$ cat src/rtl/aes_output_arbiter_pkg.sv
// ============================================================================
// Module : aes_output_arbiter_pkg
// Brief  : Shared mode/source constants and index helper for the AES output arbiter.
// Rev    : 1.0  initial release
// ============================================================================
`default_nettype none

package aes_output_arbiter_pkg;

    localparam logic MODE_FIXED = 1'b0;
    localparam logic MODE_RR    = 1'b1;

    localparam int SRC_DEC = 0;
    localparam int SRC_ENC = 1;

    // Single-step modulo wrap; callers only ever exceed the modulus by less than one period.
    function automatic int wrap_idx(input int idx, input int modulus);
        return (idx >= modulus) ? idx - modulus : idx;
    endfunction

endpackage

`default_nettype wire

$ cat src/rtl/aes_out_fifo.sv
// ============================================================================
// Module : aes_out_fifo
// Brief  : Tagged result FIFO with push/pop/flush, occupancy count and held head output.
// Rev    : 1.0  initial release
// ============================================================================
`default_nettype none

module aes_out_fifo #(
    parameter  int WIDTH = 129,
    parameter  int DEPTH = 4,
    localparam int PTR_W = $clog2(DEPTH),
    localparam int CNT_W = $clog2(DEPTH + 1)
) (
    input  logic             clk,
    input  logic             rst_n,
    input  logic             push,
    input  logic [WIDTH-1:0] push_data,
    input  logic             pop,
    input  logic             flush,
    output logic             head_valid,
    output logic [WIDTH-1:0] head_data,
    output logic [CNT_W-1:0] count,
    output logic             nonempty
);

    logic [WIDTH-1:0] mem [DEPTH];
    logic [PTR_W-1:0] head;
    logic [PTR_W-1:0] tail;
    logic [WIDTH-1:0] last_data;
    logic [CNT_W-1:0] count_next;
    logic             do_pop;
    logic             do_push;

    assign head_valid = (count != '0);
    assign do_pop     = pop & head_valid & ~flush;
    assign do_push    = push & ~flush & ((count < CNT_W'(DEPTH)) | do_pop);

    always_comb begin
        count_next = count;
        if (flush) begin
            count_next = '0;
        end else if (do_push && !do_pop) begin
            count_next = count + CNT_W'(1);
        end else if (do_pop && !do_push) begin
            count_next = count - CNT_W'(1);
        end
    end

    always_ff @(posedge clk or negedge rst_n) begin
        if (!rst_n) begin
            head     <= '0;
            tail     <= '0;
            count    <= '0;
            nonempty <= 1'b0;
        end else begin
            count    <= count_next;
            nonempty <= (count_next != '0);
            if (flush) begin
                head <= '0;
                tail <= '0;
            end else begin
                if (do_push) begin
                    tail <= tail + PTR_W'(1);
                end
                if (do_pop) begin
                    head <= head + PTR_W'(1);
                end
            end
        end
    end

    // Tracks the word currently on the output so it stays visible once the FIFO drains.
    always_ff @(posedge clk or negedge rst_n) begin
        if (!rst_n) begin
            last_data <= '0;
        end else if (head_valid) begin
            last_data <= mem[head];
        end
    end

    always_ff @(posedge clk) begin
        if (do_push) begin
            mem[tail] <= push_data;
        end
    end

    assign head_data = head_valid ? mem[head] : last_data;

endmodule

`default_nettype wire

$ cat src/rtl/aes_output_arbiter.sv
// ============================================================================
// Module : aes_output_arbiter
// Brief  : Fixed/round-robin selection of AES results into a tagged output FIFO.
// Rev    : 1.0  initial release
// ============================================================================
`default_nettype none

module aes_output_arbiter
    import aes_output_arbiter_pkg::*;
#(
    parameter  int DATA_W  = 128,
    parameter  int NUM_SRC = 2,
    parameter  int DEPTH   = 4,
    localparam int SRC_W   = $clog2(NUM_SRC),
    localparam int CNT_W   = $clog2(DEPTH + 1)
) (
    input  logic                      Clk,
    input  logic                      Rst,
    input  logic                      Mode,
    input  logic [SRC_W-1:0]          Sel,
    input  logic                      Flush,
    input  logic [NUM_SRC-1:0]        In_Valid,
    input  logic [NUM_SRC*DATA_W-1:0] In_Data,
    output logic [NUM_SRC-1:0]        In_Ready,
    output logic                      Out_Valid,
    input  logic                      Out_Ready,
    output logic [DATA_W-1:0]         Out_Data,
    output logic [SRC_W-1:0]          Out_Src,
    output logic [CNT_W-1:0]          Count,
    output logic                      Ry
);

    logic [SRC_W-1:0]        rr_ptr;
    logic [NUM_SRC-1:0]      grant;
    logic [SRC_W-1:0]        grant_idx;
    logic                    grant_any;
    logic [DATA_W-1:0]       grant_data;
    logic                    space;
    logic [SRC_W+DATA_W-1:0] head_word;
    int                      cand;

    // A pop in the same cycle frees a slot, so a full FIFO can still accept.
    assign space = (Count < CNT_W'(DEPTH)) | (Out_Valid & Out_Ready);

    always_comb begin
        grant     = '0;
        grant_idx = '0;
        grant_any = 1'b0;
        cand      = 0;
        if (Rst && space && !Flush) begin
            if (Mode == MODE_FIXED) begin
                for (int i = 0; i < NUM_SRC; i++) begin
                    if (Sel == SRC_W'(i) && In_Valid[i]) begin
                        grant[i]  = 1'b1;
                        grant_idx = SRC_W'(i);
                        grant_any = 1'b1;
                    end
                end
            end else begin
                for (int k = 0; k < NUM_SRC; k++) begin
                    cand = wrap_idx(int'(rr_ptr) + k, NUM_SRC);
                    for (int i = 0; i < NUM_SRC; i++) begin
                        if (!grant_any && i == cand && In_Valid[i]) begin
                            grant[i]  = 1'b1;
                            grant_idx = SRC_W'(i);
                            grant_any = 1'b1;
                        end
                    end
                end
            end
        end
    end

    always_comb begin
        grant_data = '0;
        for (int i = 0; i < NUM_SRC; i++) begin
            if (grant[i]) begin
                grant_data = In_Data[i*DATA_W +: DATA_W];
            end
        end
    end

    assign In_Ready = grant;

    always_ff @(posedge Clk or negedge Rst) begin
        if (!Rst) begin
            rr_ptr <= '0;
        end else if (Flush) begin
            rr_ptr <= '0;
        end else if (grant_any && Mode == MODE_RR) begin
            if (int'(grant_idx) == NUM_SRC - 1) begin
                rr_ptr <= '0;
            end else begin
                rr_ptr <= grant_idx + SRC_W'(1);
            end
        end
    end

    aes_out_fifo #(
        .WIDTH (SRC_W + DATA_W),
        .DEPTH (DEPTH)
    ) u_fifo (
        .clk        (Clk),
        .rst_n      (Rst),
        .push       (grant_any),
        .push_data  ({grant_idx, grant_data}),
        .pop        (Out_Ready),
        .flush      (Flush),
        .head_valid (Out_Valid),
        .head_data  (head_word),
        .count      (Count),
        .nonempty   (Ry)
    );

    assign Out_Data = head_word[DATA_W-1:0];
    assign Out_Src  = head_word[SRC_W+DATA_W-1:DATA_W];

endmodule

`default_nettype wire
$ cat config.mk
export PLATFORM = sky130hd
export DESIGN_NAME = aes_output_arbiter
export DESIGN_NICKNAME = d
export VERILOG_FILES = /design/src/rtl/aes_output_arbiter_pkg.sv /design/src/rtl/aes_out_fifo.sv /design/src/rtl/aes_output_arbiter.sv
export SDC_FILE = /design/constraint.sdc
export NUM_CORES = 1
export LEC_CHECK = 0
export CORE_MARGIN = 3
export CORE_UTILIZATION = 25
export CTS_CLUSTER_DIAMETER = 150
export DETAILED_ROUTE_END_ITERATION = 8
export GPL_TIMING_DRIVEN = 0
export HOLD_SLACK_MARGIN = 0.12
export PLACE_DENSITY = 0.42
export SLEW_MARGIN = 20
export SYNTH_ARGS = -nofsm -noshare
export SYNTH_HDL_FRONTEND = slang
export SYNTH_HIERARCHICAL = 1
export SYNTH_SLANG_ARGS = --single-unit
$ cat constraint.sdc
create_clock -name Clk -period 10.7 [get_ports Clk]
set_clock_uncertainty 0.1 [all_clocks]
set_input_delay 2.14 -clock Clk [delete_from_list [all_inputs] [get_ports Clk]]
set_output_delay 2.14 -clock Clk [all_outputs]
set_load 0.005 [all_outputs]
; ---- After elaboration in Yosys (flattened, before gate mapping)
; Memories as Yosys holds them, arrays and structs flattened.
; Cells that the tools add are included.
[word_totals]
register_bits = 138
mem_count = 1
output_inout_bits = 136
input_bits = 264
ramBits = 516
wordCells = 96
[memory_table]
columns = memory, words, width, read_ports, rd_ports_with_merged_regs, wr, line_no
row1 = u_fifo.mem, 4, 129, 1, 0, 1, aes_out_fifo.sv:26  ; logic [WIDTH-1:0] mem [DEPTH];
[op_classes]
n_eq_ne = 2
addsub = 8
muxes = 41
n_reduce_logical = 27
order_cmp = 3
n_bitwise = 8
[ops]
columns = cell, n
row1 = $mux 128, 2
row2 = $mux 129, 1
row3 = $eq 2x32->1 const A, 2
row4 = $logic_not 32->1, 2
row5 = $mux 32, 2
row6 = $mux 1, 27
row7 = $logic_and 1x1->1, 14
row8 = $mux 2, 6
row9 = $mux 3, 3
row10 = $logic_not 1->1, 6
row11 = $reduce_bool 2->1, 3
row12 = $reduce_bool 3->1, 2
row13 = $add 2x1->2 const B, 2
row14 = $and 1x1->1, 4
row15 = $add 3x1->3 const B, 1
row16 = $lt 3x3->1 const B, 1
row17 = $sub 1x2->3 const B, 1
row18 = $sub 2x2->3 const B, 1
row19 = $sub 3x1->3 const B, 1
row20 = $add 1x1->2 const B, 1
row21 = $ge 1x2->1 const B, 1
row22 = $ge 2x2->1 const B, 1
row23 = $not 1->1, 2
row24 = $or 1x1->1, 2
row25 = $add 1x1->1 const B, 1

; ---- Depth between registers and ports, before layout
[depth]
depth_word = 33
mapped_depth = 17
depth_no_buf = 11

; ---- Modules after synthesis
; The synthesis kept the hierarchy.
[by_module_without_submodules]
columns = module, cells_each, instances, area_per_inst_um2, seq_area_each_um2
row1 = aes_out_fifo, 1001, 1, 23822.8, 18923.1
row2 = aes_output_arbiter, 491, 1, 3301.9, 25.0

; ---- Worst setup path before layout
; Ideal clock, no wire load.
[synth_timing]
path_kind = input to register
startpoint = input Rst
endpoint = memory u_fifo.mem[0][0] (enable)
path_stages = 9
setup_time_ns = 0.433
n_path_buf = 3
t_arrival_ns = 5.049
required_time_ns = 10.167
slack_ns = 5.119
cell_sequence = nor2b_1 > buf_4 > buf_2 > buf_2 > nand2_1 > nor2_1 > nand2b_4 > a21oi_4 > and2_2
[synth_between]
elab_chain_len = 7
[synth_lines]
columns = item, line_no
row1 = from (decl), aes_output_arbiter.sv:18  ; input logic Rst,
row2 = $logic_and 1x1->1 (2 in a row), aes_output_arbiter.sv:50  ; if (Rst && space && !Flush) begin
row3 = $mux 1, aes_output_arbiter.sv:50
row4 = via grant_any, aes_output_arbiter.sv:36  ; logic grant_any;
row5 = $and 1x1->1 (2 in a row), aes_out_fifo.sv:36  ; assign do_push = push & ~flush & ((count < CNT_W'(DEPTH)) | do_pop);
row6 = $mux 1, aes_out_fifo.sv:82  ; if (do_push) begin
row7 = $mux 1 (implied by the code), aes_out_fifo.sv:83  ; mem[tail] <= push_data;
row8 = to (decl), aes_out_fifo.sv:26
; The timed path passes the listed nets, and every way through them passes these cells.

; ---- Final worst setup path
[layout_timing]
startpoint = input Rst
endpoint = output In_Ready[0]
[layout_between]
elab_chain_len = 3
[layout_lines]
columns = item, line_no
row1 = $logic_and 1x1->1 (2 in a row), aes_output_arbiter.sv:50
row2 = $mux 2, aes_output_arbiter.sv:50
row3 = to (decl), aes_output_arbiter.sv:24  ; output logic [NUM_SRC-1:0] In_Ready,
; Every way passes these cells.

==> flow_summary.rst <==
.. list-table::
   :header-rows: 1

   * - Metric
     - Value
   * - Outcome
     - completed
   * - Placed cell count
     - 3309
   * - Port buffer count
     - 399
   * - Post-Synthesis Mean Instance Area
     - 18.18 um^2
   * - Max Cap Viol
     - 0
   * - Number of pins with negative max-slew slack in the final report
     - 0
   * - Yosys warning count
     - 6
   * - Area leader, netlist
     - sky130_fd_sc_hd__edfxtp_1
   * - Initial core utilization
     - 25.27%
   * - Top-count cell post-synth
     - sky130_fd_sc_hd__edfxtp_1
   * - WP data arrival
     - 5.38 ns
   * - Slowest stage delay, CP
     - 0.64 ns
   * - Worst setup path class
     - in2out
   * - Initial antenna violation count
     - 10
   * - Predominant post-synthesis flop cell
     - sky130_fd_sc_hd__edfxtp_1
   * - Std cell rows
     - 120
   * - Cell chosen for the clock root
     - sky130_fd_sc_hd__clkbuf_16
   * - Mapped Area
     - 27120 um^2
   * - Violation count after the first detailed-routing iteration
     - 978
   * - Bufs on Longest Clock Path
     - 3
   * - Cell chain of the critical path
     - buf_8 -> buf_16 -> buf_16 -> nor2b_1 -> buf_4 -> buf_2 -> buf_2 -> nand2_1 -> nor2_1 -> clkdlybuf4s50_1
   * - Relative max-transition margin
     - 35.59%
   * - Insertion delay to the later sink of the worst-skew pair
     - 0.62 ns
   * - Overall via count from detail_route
     - 16.08k
   * - Critical path fanouts, max
     - 64
   * - CP max stage cell
     - sky130_fd_sc_hd__clkdlybuf4s50_1
   * - Number of failing hold endpoints at the final stage
     - 0
   * - Static Leakage
     - 11.42 nW
   * - DP HPWL
     - 63330 um
   * - Startpoint of the tightest hold check path
     - u_fifo/last_data[119]
   * - Distinct cell type count after synthesis
     - 43
   * - Final critical-path share of the clock period
     - 71.24%
   * - Worst R2R End
     - u_fifo/mem[3][19]
   * - Number of buffers inserted for hold repair after clock tree synthesis
     - 0
   * - Number of routed nets with antenna violations
     - 0
   * - Vert. Die Dim
     - 335.4 um
   * - TritonCTS clock tree
     - yes
   * - Pwr Density
     - 243.4 nW/um^2
   * - CTS Sinks
     - 654
   * - Worst voltage drop across the vdd grid
     - 0.09587 mV
   * - Cells on Worst Hold Path
     - 1
   * - Core outline area
     - 107400 um^2
   * - Post-synthesis sequential element count
     - 654
   * - Post-CTS setup repair buffer count
     - 0
   * - Per-cell via count in the routed design
     - 4.661
   * - Fraction of final layout cells with drive strength greater than 1
     - 27.78%
   * - Top cells by area, synth
     - sky130_fd_sc_hd__edfxtp_1, sky130_fd_sc_hd__dfrtp_1, sky130_fd_sc_hd__mux4_2
   * - Top cells by instance count after synthesis
     - sky130_fd_sc_hd__edfxtp_1, sky130_fd_sc_hd__nand3_1, sky130_fd_sc_hd__dfrtp_1, sky130_fd_sc_hd__mux2_2, sky130_fd_sc_hd__mux4_2
   * - Filler-free cell count of the finished design
     - 3449
   * - Flop-to-flop setup slack
     - 4.88 ns
   * - Seq/Total Area, Yosys
     - 69.86%
   * - Worst endpoint required time
     - 8.46 ns
   * - RSZ-0062 raised after global routing
     - no
   * - Peak clock frequency supported by timing
     - 131.2 MHz
   * - Actual slew at the worst max-slew pin
     - 0.9661 ns
   * - Via count of the first global-routing pass
     - 17.05k
   * - Total number of nets in the final design
     - 2256
   * - Global-route wire length before repair
     - 127300 um
   * - Drt pass-1 iters
     - 5
   * - Die span in x
     - 335.4 um
   * - Number of flops mapped to enable cells by yosys
     - 516
   * - Worst hold path class
     - reg2reg
   * - Depth of the worst register-to-register path
     - 17
   * - Clk pin slew, worst setup/hold paths
     - 0.05 ns
   * - H-Tree Level Count
     - 3
   * - Post-route core utilization
     - 33.36%
   * - Overall track demand over capacity in global routing
     - 15.91%
   * - Number of endpoints failing setup at the final stage
     - 0
   * - Type of element capturing the critical path
     - output pin
   * - Crit path launch type
     - input pin
   * - Final critical path time including I/O delays and setup
     - 7.622 ns
   * - Ports placed on the boundary
     - 400
   * - Top cell type's share of synthesized area
     - 57.12%
   * - RePlAce Congestion
     - 0.7883
   * - Remaining global-route overflow
     - 0
   * - Design Power
     - 0.008717 W
   * - Total die area
     - 112500 um^2
   * - Drt total wl
     - 90480 um
   * - Largest net degree at the start of global routing
     - 65
   * - Mapped Nets
     - 1763
   * - Layout-stage area growth over the synthesis result
     - 32.02%
   * - Count of cells resized by post-cts repair
     - 0
   * - Number of cells produced by synthesis
     - 1492
   * - Endpoint with the worst hold slack
     - u_fifo/last_data[119]
   * - Post-synthesis async set-or-reset flop share
     - 21.10%
   * - Remaining routing DRC violations
     - 0
   * - Reg2Reg Launch Point
     - u_fifo/count[0]
   * - Total clock buffers created by CTS
     - 77
   * - Routed length per placed instance
     - 26.23 um
[through the flow]
| stage | area (um^2) | TNS [ns] | hold slack [ns] | worst slack (ns) |
|---|---|---|---|---|
| 6_report | 35810 | 0 | 0.3932 | 3.078 |
| 5_1_grt | 35810 | 0 | 0.4113 | 2.770 |
| 4_1_cts | 35810 | 0 | 0.3970 | 2.799 |
| 3_5_place_dp | 33270 | 0 | 0.3835 | 2.828 |
| 3_3_place_gp | 32870 | -3388.36 | 0.3837 | -5.374 |
| 2_1_floorplan | 27120 | 0 | 0.3862 | 5.119 |
[worst max-delay path, delay by kind of cell]
family,cells,cell delay (ns)
and+or+nand+nor,3,0.50
buffers and inverters,7,2.65
[cell usage in the layout (no fill, tap or decap), drive strengths merged, types with 7 or more instances in the layout]
cell           Yosys  routed
buf               81      97
bufinv             0       8
clkbuf            51     153
clkdlybuf4s50      0     398
clkinv             0      21
dfrtp            138     138
edfxtp           516     516
ha                 7       7
inv                8      11
mux2             131     131
mux4             129     129
nand3            260     260
nor2               7       7
o22ai            129     129
[metal layers]
layer	global-route usage [%]	vias to the layer above	part of all wire, %	routed length [um]
met3	3.088	102	5.2	4668
met4	3.911	12	1.7	1529
met5	0	-	0.083	75
li1	-	7031	-	-
met1	21.12	8478	44	39640
met2	26.76	454	49	44570
[worst max path at each step]
stage          startpoint                 to  depth (start not counted)
3_3_place_gp          Rst  u_fifo/mem[3][28]                         10
5_1_grt               Rst        In_Ready[0]                         10
6_report              Rst        In_Ready[0]                         10
2_1_floorplan         Rst   u_fifo/mem[0][0]                          9
3_5_place_dp          Rst        In_Ready[0]                         10
4_1_cts               Rst        In_Ready[0]                         10
[cell type report]
type | count | area (um^2)
antenna | 1 | 2.502
buffer | 132 | 665.6
clock buffer | 102 | 2133
clock inverter | 37 | 405.4
fill | 10310 | 71540
inverter | 8 | 30.03
multi-input combinational | 698 | 7487
sequential | 654 | 18950
tap | 1403 | 1755
timing repair buffer | 414 | 4382
[sequential cells by signal (all words and copies together), names as in the netlist]
register          flops
u_fifo/mem          516
u_fifo/last_data    129
u_fifo/count          3
u_fifo/head           2
u_fifo/tail           2
rr_ptr                1
u_fifo/nonempty       1
[report_power, final]
group          switching [W]  total, W  internal, W
Combinational        0.00143   0.00297      0.00154
Clock                0.00103   0.00263      0.00160
Sequential         0.0000700   0.00312      0.00305
Total                0.00253   0.00872      0.00619
[logic make-up (layout without fill, tap and decap cells)]
logic type | Yosys count | after routing | synth area share (%)
mux | 260 | 260 | 16.16
xor+xnor | 3 | 3 | 0.09689
compound gates | 144 | 144 | 5.678
buf+inv | 140 | 693 | 2.560
simple gates | 284 | 284 | 5.323
flops | 654 | 654 | 69.86
fa+ha+maj | 7 | 7 | 0.3229
other cells | 0 | 1 | 0
Power figures use the tool's default switching activity.
